<file path="src/rtl/wb_port_arbiter.sv">
// Register-file write-port arbiter: pipeline writeback vs. buffered long-latency results.
// Optional macro WB_ARB_STARVE_EN forces a FIFO slot after STARVE_MAX-1 denied cycles.
module wb_port_arbiter #(
   parameter int XLEN       = 32,
   parameter int REGW       = 5,
   parameter int DEPTH      = 2,
   parameter int STARVE_MAX = 4
) (
   input  logic                    clk,
   input  logic                    rst,
   input  logic                    pipe_we,
   input  logic [REGW-1:0]         pipe_waddr,
   input  logic [XLEN-1:0]         pipe_wdata,
   output logic                    pipe_stall,
   input  logic                    lu_valid,
   input  logic [REGW-1:0]         lu_waddr,
   input  logic [XLEN-1:0]         lu_wdata,
   output logic                    lu_ready,
   output logic                    rf_we,
   output logic [REGW-1:0]         rf_waddr,
   output logic [XLEN-1:0]         rf_wdata,
   output logic [(2**REGW)-1:0]    pend_mask,
   output logic [$clog2(DEPTH):0]  fifo_count
);
   localparam int PW = $clog2(DEPTH);
   localparam int CW = PW + 1;

   typedef struct packed {
      logic [REGW-1:0] waddr;
      logic [XLEN-1:0] wdata;
   } wb_req_t;

   wb_req_t              mem [DEPTH];
   logic [DEPTH-1:0]     vld, vld_nxt;
   logic [PW-1:0]        head, tail;
   logic [(2**REGW)-1:0] pend_nxt;
   logic                 preq, freq, enq, deq, override, grant_pipe;

   assign preq       = pipe_we && (pipe_waddr != '0);
   assign freq       = fifo_count != '0;
   assign lu_ready   = fifo_count < CW'(DEPTH);
   // x0 results complete the handshake but are dropped
   assign enq        = lu_valid && lu_ready && (lu_waddr != '0);
   assign deq        = freq && (!preq || override);
   assign grant_pipe = preq && !override;
   assign pipe_stall = override;

`ifdef WB_ARB_STARVE_EN
   localparam int SCW = $clog2(STARVE_MAX) + 1;
   logic [SCW-1:0] starve_cnt;

   assign override = preq && freq && (starve_cnt == SCW'(STARVE_MAX - 1));

   always_ff @(posedge clk) begin
      if (rst)
         starve_cnt <= '0;
      else if (!freq || deq)
         starve_cnt <= '0;
      else if (preq)
         starve_cnt <= starve_cnt + 1'b1;
   end
`else
   logic unused_starve;
   assign unused_starve = (STARVE_MAX > 0);
   assign override      = 1'b0;
`endif

   // pend_mask tracks the post-update FIFO contents so it lines up with fifo_count
   always_comb begin
      vld_nxt = vld;
      if (deq) vld_nxt[head] = 1'b0;
      if (enq) vld_nxt[tail] = 1'b1;
      pend_nxt = '0;
      for (int i = 0; i < DEPTH; i++) begin
         if (vld_nxt[i])
            pend_nxt[(enq && tail == PW'(i)) ? lu_waddr : mem[i].waddr] = 1'b1;
      end
   end

   always_ff @(posedge clk) begin
      if (enq) mem[tail] <= '{waddr: lu_waddr, wdata: lu_wdata};
   end

   always_ff @(posedge clk) begin
      if (rst) begin
         head       <= '0;
         tail       <= '0;
         vld        <= '0;
         fifo_count <= '0;
         pend_mask  <= '0;
         rf_we      <= 1'b0;
         rf_waddr   <= '0;
         rf_wdata   <= '0;
      end else begin
         if (enq) tail <= tail + 1'b1;
         if (deq) head <= head + 1'b1;
         vld        <= vld_nxt;
         pend_mask  <= pend_nxt;
         fifo_count <= fifo_count + CW'(enq) - CW'(deq);
         rf_we      <= grant_pipe || deq;
         if (grant_pipe) begin
            rf_waddr <= pipe_waddr;
            rf_wdata <= pipe_wdata;
         end else if (deq) begin
            rf_waddr <= mem[head].waddr;
            rf_wdata <= mem[head].wdata;
         end
      end
   end
endmodule

</file>
<file path="config.mk">
export PLATFORM = sky130hd
export DESIGN_NAME = wb_port_arbiter
export DESIGN_NICKNAME = d
export VERILOG_FILES = /design/src/rtl/wb_port_arbiter.sv
export SDC_FILE = /design/constraint.sdc
export NUM_CORES = 1
export LEC_CHECK = 0
export ABC_AREA = 1
export CELL_PAD_IN_SITES_DETAIL_PLACEMENT = 0
export CELL_PAD_IN_SITES_GLOBAL_PLACEMENT = 1
export CORE_MARGIN = 2
export CORE_UTILIZATION = 35
export CTS_CLUSTER_SIZE = 20
export DETAILED_ROUTE_END_ITERATION = 8
export DONT_BUFFER_PORTS = 1
export HOLD_SLACK_MARGIN = 0.06
export PLACE_DENSITY_LB_ADDON = 0.1
export SYNTH_ARGS = -nofsm -noshare
export SYNTH_HDL_FRONTEND = slang
export SYNTH_SLANG_ARGS = --single-unit
</file>
<file path="constraint.sdc">
create_clock -name clk -period 3.25 [get_ports clk]
set_input_delay 0.65 -clock clk [delete_from_list [all_inputs] [get_ports clk]]
set_output_delay 0.65 -clock clk [all_outputs]
set_load 0.03 [all_outputs]
</file>
==> metrics.txt, run 1 <==
Cells after DPL=829; Detail Route Antenna Nets=0; slew margin rel.=0.473; # hold bufs at CTS=0; Seq/Total Area, Yosys=0.600; first-pass GRT wire length=23900 um; Cell Rows=48; Num CTS Buffers=17; TritonCTS Sinks=151; critical path peak fanout=37; Reg clk slew, reported paths=60 ps; Area after DPL=6460 sq um; DPL Wire Length=10900 um; Die X-Extent=138 um; CORE AREA=17400 sq um; Hold Violations, Final=0; Root Driver=clkbuf_16; Slew Limit Fails=0; Hold Crit Class=in -> reg; I/O Buffers=0; RD Place Congestion=0.774; GRT overflow=0; PwrDens=816 nW/um^2; die area=19000 sq um; Setup TNS=0 ps; total track usage=0.171; Reg2Reg Setup Slack=1030 ps; final setup vio count=0; Worst VDD drop=0.000499 V; RSZ-0062 raised after global routing=no; layout cell share with drive strength beyond 1=0.108; post-layout minimum cycle time=2220 ps; average size of a mapped cell=9.97 sq um; Synthesized Nets=709; Worst EP arrival=2270 ps; Final Skew=9.55 ps; Design Area, Final=7030 sq um; CTS tree=done; Post-CTS Setup Bufs=0; Unique masters post-synth=29; area grow syn2layout=12.1%; crit end category=flip-flop; Detailed Route Iter0 Violations=270; post-cts resize count=0; Worst-Skew Late Latency=420 ps; CTS Buffer Depth=2; Initial Util=0.360; leakage dissipation=2.53 nW; H-tree levels=4; max frequency=0.450 GHz; fillers=1690; vias post-DR=4334; WP data required=3300 ps; Synth Warn #=0; final worst-path cycle share=0.683; Setup crit start kind=flip-flop; maxcap violations=0; Die Y=138 um; IO Pins=152; worst-margin pin slew=790 ps; per-cell routed wire length=18.3 um; DR DRC count=0; largest net degree at the start of global routing=68; Post-Syn Instances=629; number of diodes=0; via/cell ratio=5.03; fin cells=861; CP Class=reg -> reg; final wirelength=15800 um; flops & latches, synth=151; initial antenna violation count=0; vias in the first global route=4217; status=completed; first-pass detailed-route iteration total=4; cell area after synthesis=6270 sq um; fin nets=703; utilization after layout=0.403
[state kept, by name, summed over array words and instances, names as in the netlist, named ones only]
register / cells
pend_mask: 32
vld: 2
rf_we: 1
head: 1
rf_wdata: 32
fifo_count: 2
mem: 74
tail: 1
rf_waddr: 5
[cells in the mapped netlist]
cell type / n / area (sq um)
o221ai_1: 1 / 8.76
nand3_1: 38 / 190
a21oi_1: 36 / 180
o21a_1: 32 / 240
nand4_1: 12 / 75.1
ha_1: 2 / 25.0
dfxtp_1: 77 / 1540
nand3_4: 2 / 35.0
buf_2: 8 / 40.0
buf_6: 2 / 22.5
nor2_4: 7 / 78.8
mux2i_1: 33 / 330
buf_4: 2 / 15.0
o211ai_1: 1 / 7.51
nor2_2: 12 / 75.1
o21ai_1: 6 / 30.0
nor2_1: 15 / 56.3
nand3_2: 1 / 10.0
xor2_1: 1 / 8.76
clkbuf_1: 19 / 71.3
inv_2: 3 / 11.3
o21ai_2: 1 / 8.76
inv_1: 32 / 120
a21oi_4: 2 / 32.5
edfxtp_1: 74 / 2220
buf_1: 2 / 7.51
conb_1: 1 / 3.75
o21ai_0: 37 / 185
nand2_1: 170 / 638
[critical path: stages (launching register included)]
cell and delay (ps):
dfxtp_1 480, nor2_4 400, nand3_2 300, inv_2 160, buf_4 460
[cell families (layout without fill, tap and decap cells)]
group	after synthesis	after routing	share of synthesized area
multiplexers	33	33	0.0527
AND/OR/NAND/NOR	257	257	0.185
AO/OA/AOI/OAI	116	116	0.111
buffers and inverters	68	75	0.0459
other	1	1	0.000598
XOR/XNOR	1	1	0.00140
adder cells (fa/ha/maj)	2	2	0.00399
flip-flops	151	151	0.600
[through the flow]
stage                     power, mW  setup WS (ps)  hold slack, ps
after floorplan                3.59            837             476
after global placement         3.87            951             497
after detailed placement       3.89            920             484
after CTS                      5.80           1030             281
after global routing           6.05            910             278
final                          5.74           1030             300
[where the power goes]
group          total, mW  switching (mW)  internal (mW)  leakage [nW]
Sequential          2.76           0.440           2.32          1.32
Combinational       1.08           0.737          0.340         0.924
Clock               1.90           0.764           1.14         0.283
Total               5.74            1.94           3.80          2.53
[final timing paths]
check / start / cells after the start / to
max: fifo_count[1]$_SDFF_PP0_ / 4 / mem[1][8]$_DFFE_PN_
min: rst / 1 / pend_mask[15]$_SDFF_PP0_
max reg2reg: fifo_count[1]$_SDFF_PP0_ / 4 / mem[1][8]$_DFFE_PN_
min reg2reg: head$_SDFFE_PP0N_ / 2 / flip-flop
[cells in the final DEF (no fill, tap or decap), drive strengths merged]
cell,Yosys,final
nand2,170,170
dfxtp,77,77
edfxtp,74,74
o21ai,44,44
nand3,41,41
a21oi,38,38
inv,35,37
nor2,34,34
mux2i,33,33
o21a,32,32
clkbuf,19,18
nand4,12,12
clkinv,0,9
buf,14,8
ha,2,2
bufinv,0,2
o211ai,1,1
o221ai,1,1
xor2,1,1
conb,1,1
clkinvlp,0,1
[per-layer routing]
layer	part of all wire	track usage	vias to the layer above
met4	0.012	0.0573	0
li1	-	-	2127
met1	0.45	0.225	2047
met2	0.45	0.256	144
met5	0	0	-
met3	0.095	0.0694	16
[cell type report]
| cell class | instances | area [sq um] | area share |
|---|---|---|---|
| clock buffers | 18 | 439 | 0.0625 |
| multi-input cells | 410 | 2220 | 0.316 |
| clock inverters | 14 | 130 | 0.0185 |
| flip-flops and latches | 151 | 3760 | 0.536 |
| inverters | 35 | 131 | 0.0187 |
| well taps | 225 | 282 | 0.0401 |
| repair buffers | 8 | 60.1 | 0.00855 |
Power figures use the tool's default switching activity.
==> run 2, diff against run 1 <==
==> constraint.sdc (replaced) <==
create_clock -name clk -period 2.27 [get_ports clk]
set_input_delay 0.454 -clock clk [delete_from_list [all_inputs] [get_ports clk]]
set_output_delay 0.454 -clock clk [all_outputs]
set_load 0.03 [all_outputs]
==> run 2 against run 1 <==
Sequential share of layout area is 0.71 points lower. Final area is 1.3% higher. First-iteration DRC count is 5.2% higher. Clock power is 41% higher. Clock skew is 0.69 ps higher. Global-route usage is 0.12 points higher. Via count is 1.2% higher. Cell count is 0.70% higher.
==> metrics.txt, run 2 (synthesized netlist as in run 1, its figures left out) <==
status=completed; max FFs per register=74 (unchanged); Setup TNS=0 ps (unchanged); Num CTS Buffers=17 (unchanged); final worst-path cycle share=0.803 (+0.119); Die Y=138 um (unchanged); first-pass detailed-route iteration total=5 (+1); Hold Crit Class=in -> reg; Worst VDD drop=0.000608 V (+22%); Worst path slowest cell=dfxtp_1; total track usage=0.172 (+0.00124); Worst EP arrival=2160 ps (-110 ps); Worst-Skew Late Latency=420 ps (about the same); largest net degree at the start of global routing=41 (-40%); Root Driver=clkbuf_16; max frequency=0.549 GHz (+22%); RSZ-0062 raised after global routing=no; final wirelength=16000 um (+1.6%); Reg with most FFs=mem; area grow syn2layout=13.5%; H-tree levels=4 (unchanged); per-cell routed wire length=18.5 um (+0.93%); via/cell ratio=5.06 (+0.52%); most common cell after layout, fill and taps aside=nand2_1; CP peak stage delay=350 ps (-130 ps); die area=19000 sq um (unchanged); PwrDens=1160 nW/um^2 (+42%); Slew Limit Fails=0 (unchanged); Detail Route Antenna Nets=0 (unchanged); post-cts resize count=0 (unchanged); commonest cells after routing, fill and taps aside=nand2_1 (170), dfxtp_1 (76), edfxtp_1 (74); fillers=1727 (+2.2%); vias post-DR=4387 (+1.2%); Initial Util=0.360 (unchanged); CP Class=reg -> reg; I/O Buffers=0 (unchanged); CP cell instances=nor2_4 > nand3_2 > nand2_1 > o21ai_1 > nor2_1 > nand2_1 > a21oi_1; Final Skew=10.2 ps (+0.691 ps); TritonCTS Sinks=151 (unchanged); Hold Violations, Final=0 (unchanged); post-layout minimum cycle time=1820 ps (-398 ps); DPL Wire Length=10900 um (+0.29%); RD Place Congestion=0.878 (+13%); Setup crit start kind=flip-flop; Post-CTS Setup Bufs=0 (unchanged); CTS tree=done; Reg clk slew, reported paths=60 ps (about the same); DR DRC count=0 (unchanged); Cell Rows=48 (unchanged); most frequent CP cell=nand2_1; CORE AREA=17400 sq um (unchanged); critical path peak fanout=13 (-65%); layout cell share with drive strength beyond 1=0.118 (+0.00989); vias in the first global route=4281 (+1.5%); IO Pins=152 (unchanged); number of diodes=0 (unchanged); maxcap violations=0 (unchanged); fin nets=709 (+0.85%); total power=8.26 mW (+44%); leakage dissipation=2.56 nW (+1.2%); Detailed Route Iter0 Violations=284 (+5.2%); Die X-Extent=138 um (unchanged); final setup vio count=0 (unchanged); # hold bufs at CTS=0 (unchanged); CTS Buffer Depth=2 (unchanged); GRT overflow=0 (unchanged); crit end category=flip-flop; WP data required=2610 ps (-690 ps); Top Registers=mem (74), pend_mask (32), rf_wdata (32); initial antenna violation count=0 (unchanged); first-pass GRT wire length=24200 um (+1.1%)
## run 2: cell types whose count changed in the layout (fill, tap and decap cells not counted), sizes merged
cell      change
buf           +6
inv           +1
bufinv        -1
clkinvlp      +3
clkinv        -3
## run 2: cell type report
cell class / count / area (sq um) / area share
clock buffer: 18 / 429 / 0.0603
clock inverter: 14 / 126 / 0.0177
inverter: 35 / 131 / 0.0185
multi-input combinational: 410 / 2220 / 0.312
sequential: 151 / 3760 / 0.529
tap: 225 / 282 / 0.0395
timing repair buffer: 14 / 168 / 0.0235
## run 2: metrics by stage
stage	util	cells	area [sq um]	hold slack, ps	worst slack, ps
finish	0.409	867	7120	105	448
global route	0.409	867	7120	81.4	243
CTS	0.409	867	7120	82.9	430
global placement	0.377	835	6570	504	319
floorplan	-	629	6270	476	27.3
detailed placement	0.377	835	6570	490	245
## run 2: worst max-delay path, delay by kind of cell (launching register included)
family / cells / cell delay, ps
flip-flops: 1 / 350
AND/OR/NAND/NOR: 5 / 1060
AO/OA/AOI/OAI: 2 / 340
## run 2: worst paths after layout
kind	endpoint	depth (start not counted)	from	slack, ps
worst max-delay path	pend_mask[31]$_SDFF_PP0_	7	fifo_count[1]$_SDFF_PP0_	450
worst min-delay path	pend_mask[11]$_SDFF_PP0_	1	rst	100
worst max register to register	pend_mask[31]$_SDFF_PP0_	7	fifo_count[1]$_SDFF_PP0_	450
worst min register to register	tail$_SDFFE_PP0N_	2	tail$_SDFFE_PP0N_	500
## run 2: power by group
| part | switching [mW] | leakage [nW] | internal (mW) |
|---|---|---|---|
| combinational | 1.18 | 0.976 | 0.564 |
| sequential | 0.529 | 1.32 | 3.31 |
| clock | 1.16 | 0.261 | 1.51 |
## run 2: per-layer routing
| metal | vias up | track usage | routed length, um | part of all wire |
|---|---|---|---|---|
| met5 | - | 0 | 0 | 0 |
| met4 | 0 | 0.0567 | 195 | 0.012 |
| met3 | 19 | 0.0640 | 1440 | 0.090 |
| met2 | 145 | 0.261 | 7200 | 0.45 |
| met1 | 2084 | 0.228 | 7170 | 0.45 |
| li1 | 2139 | - | - | - |
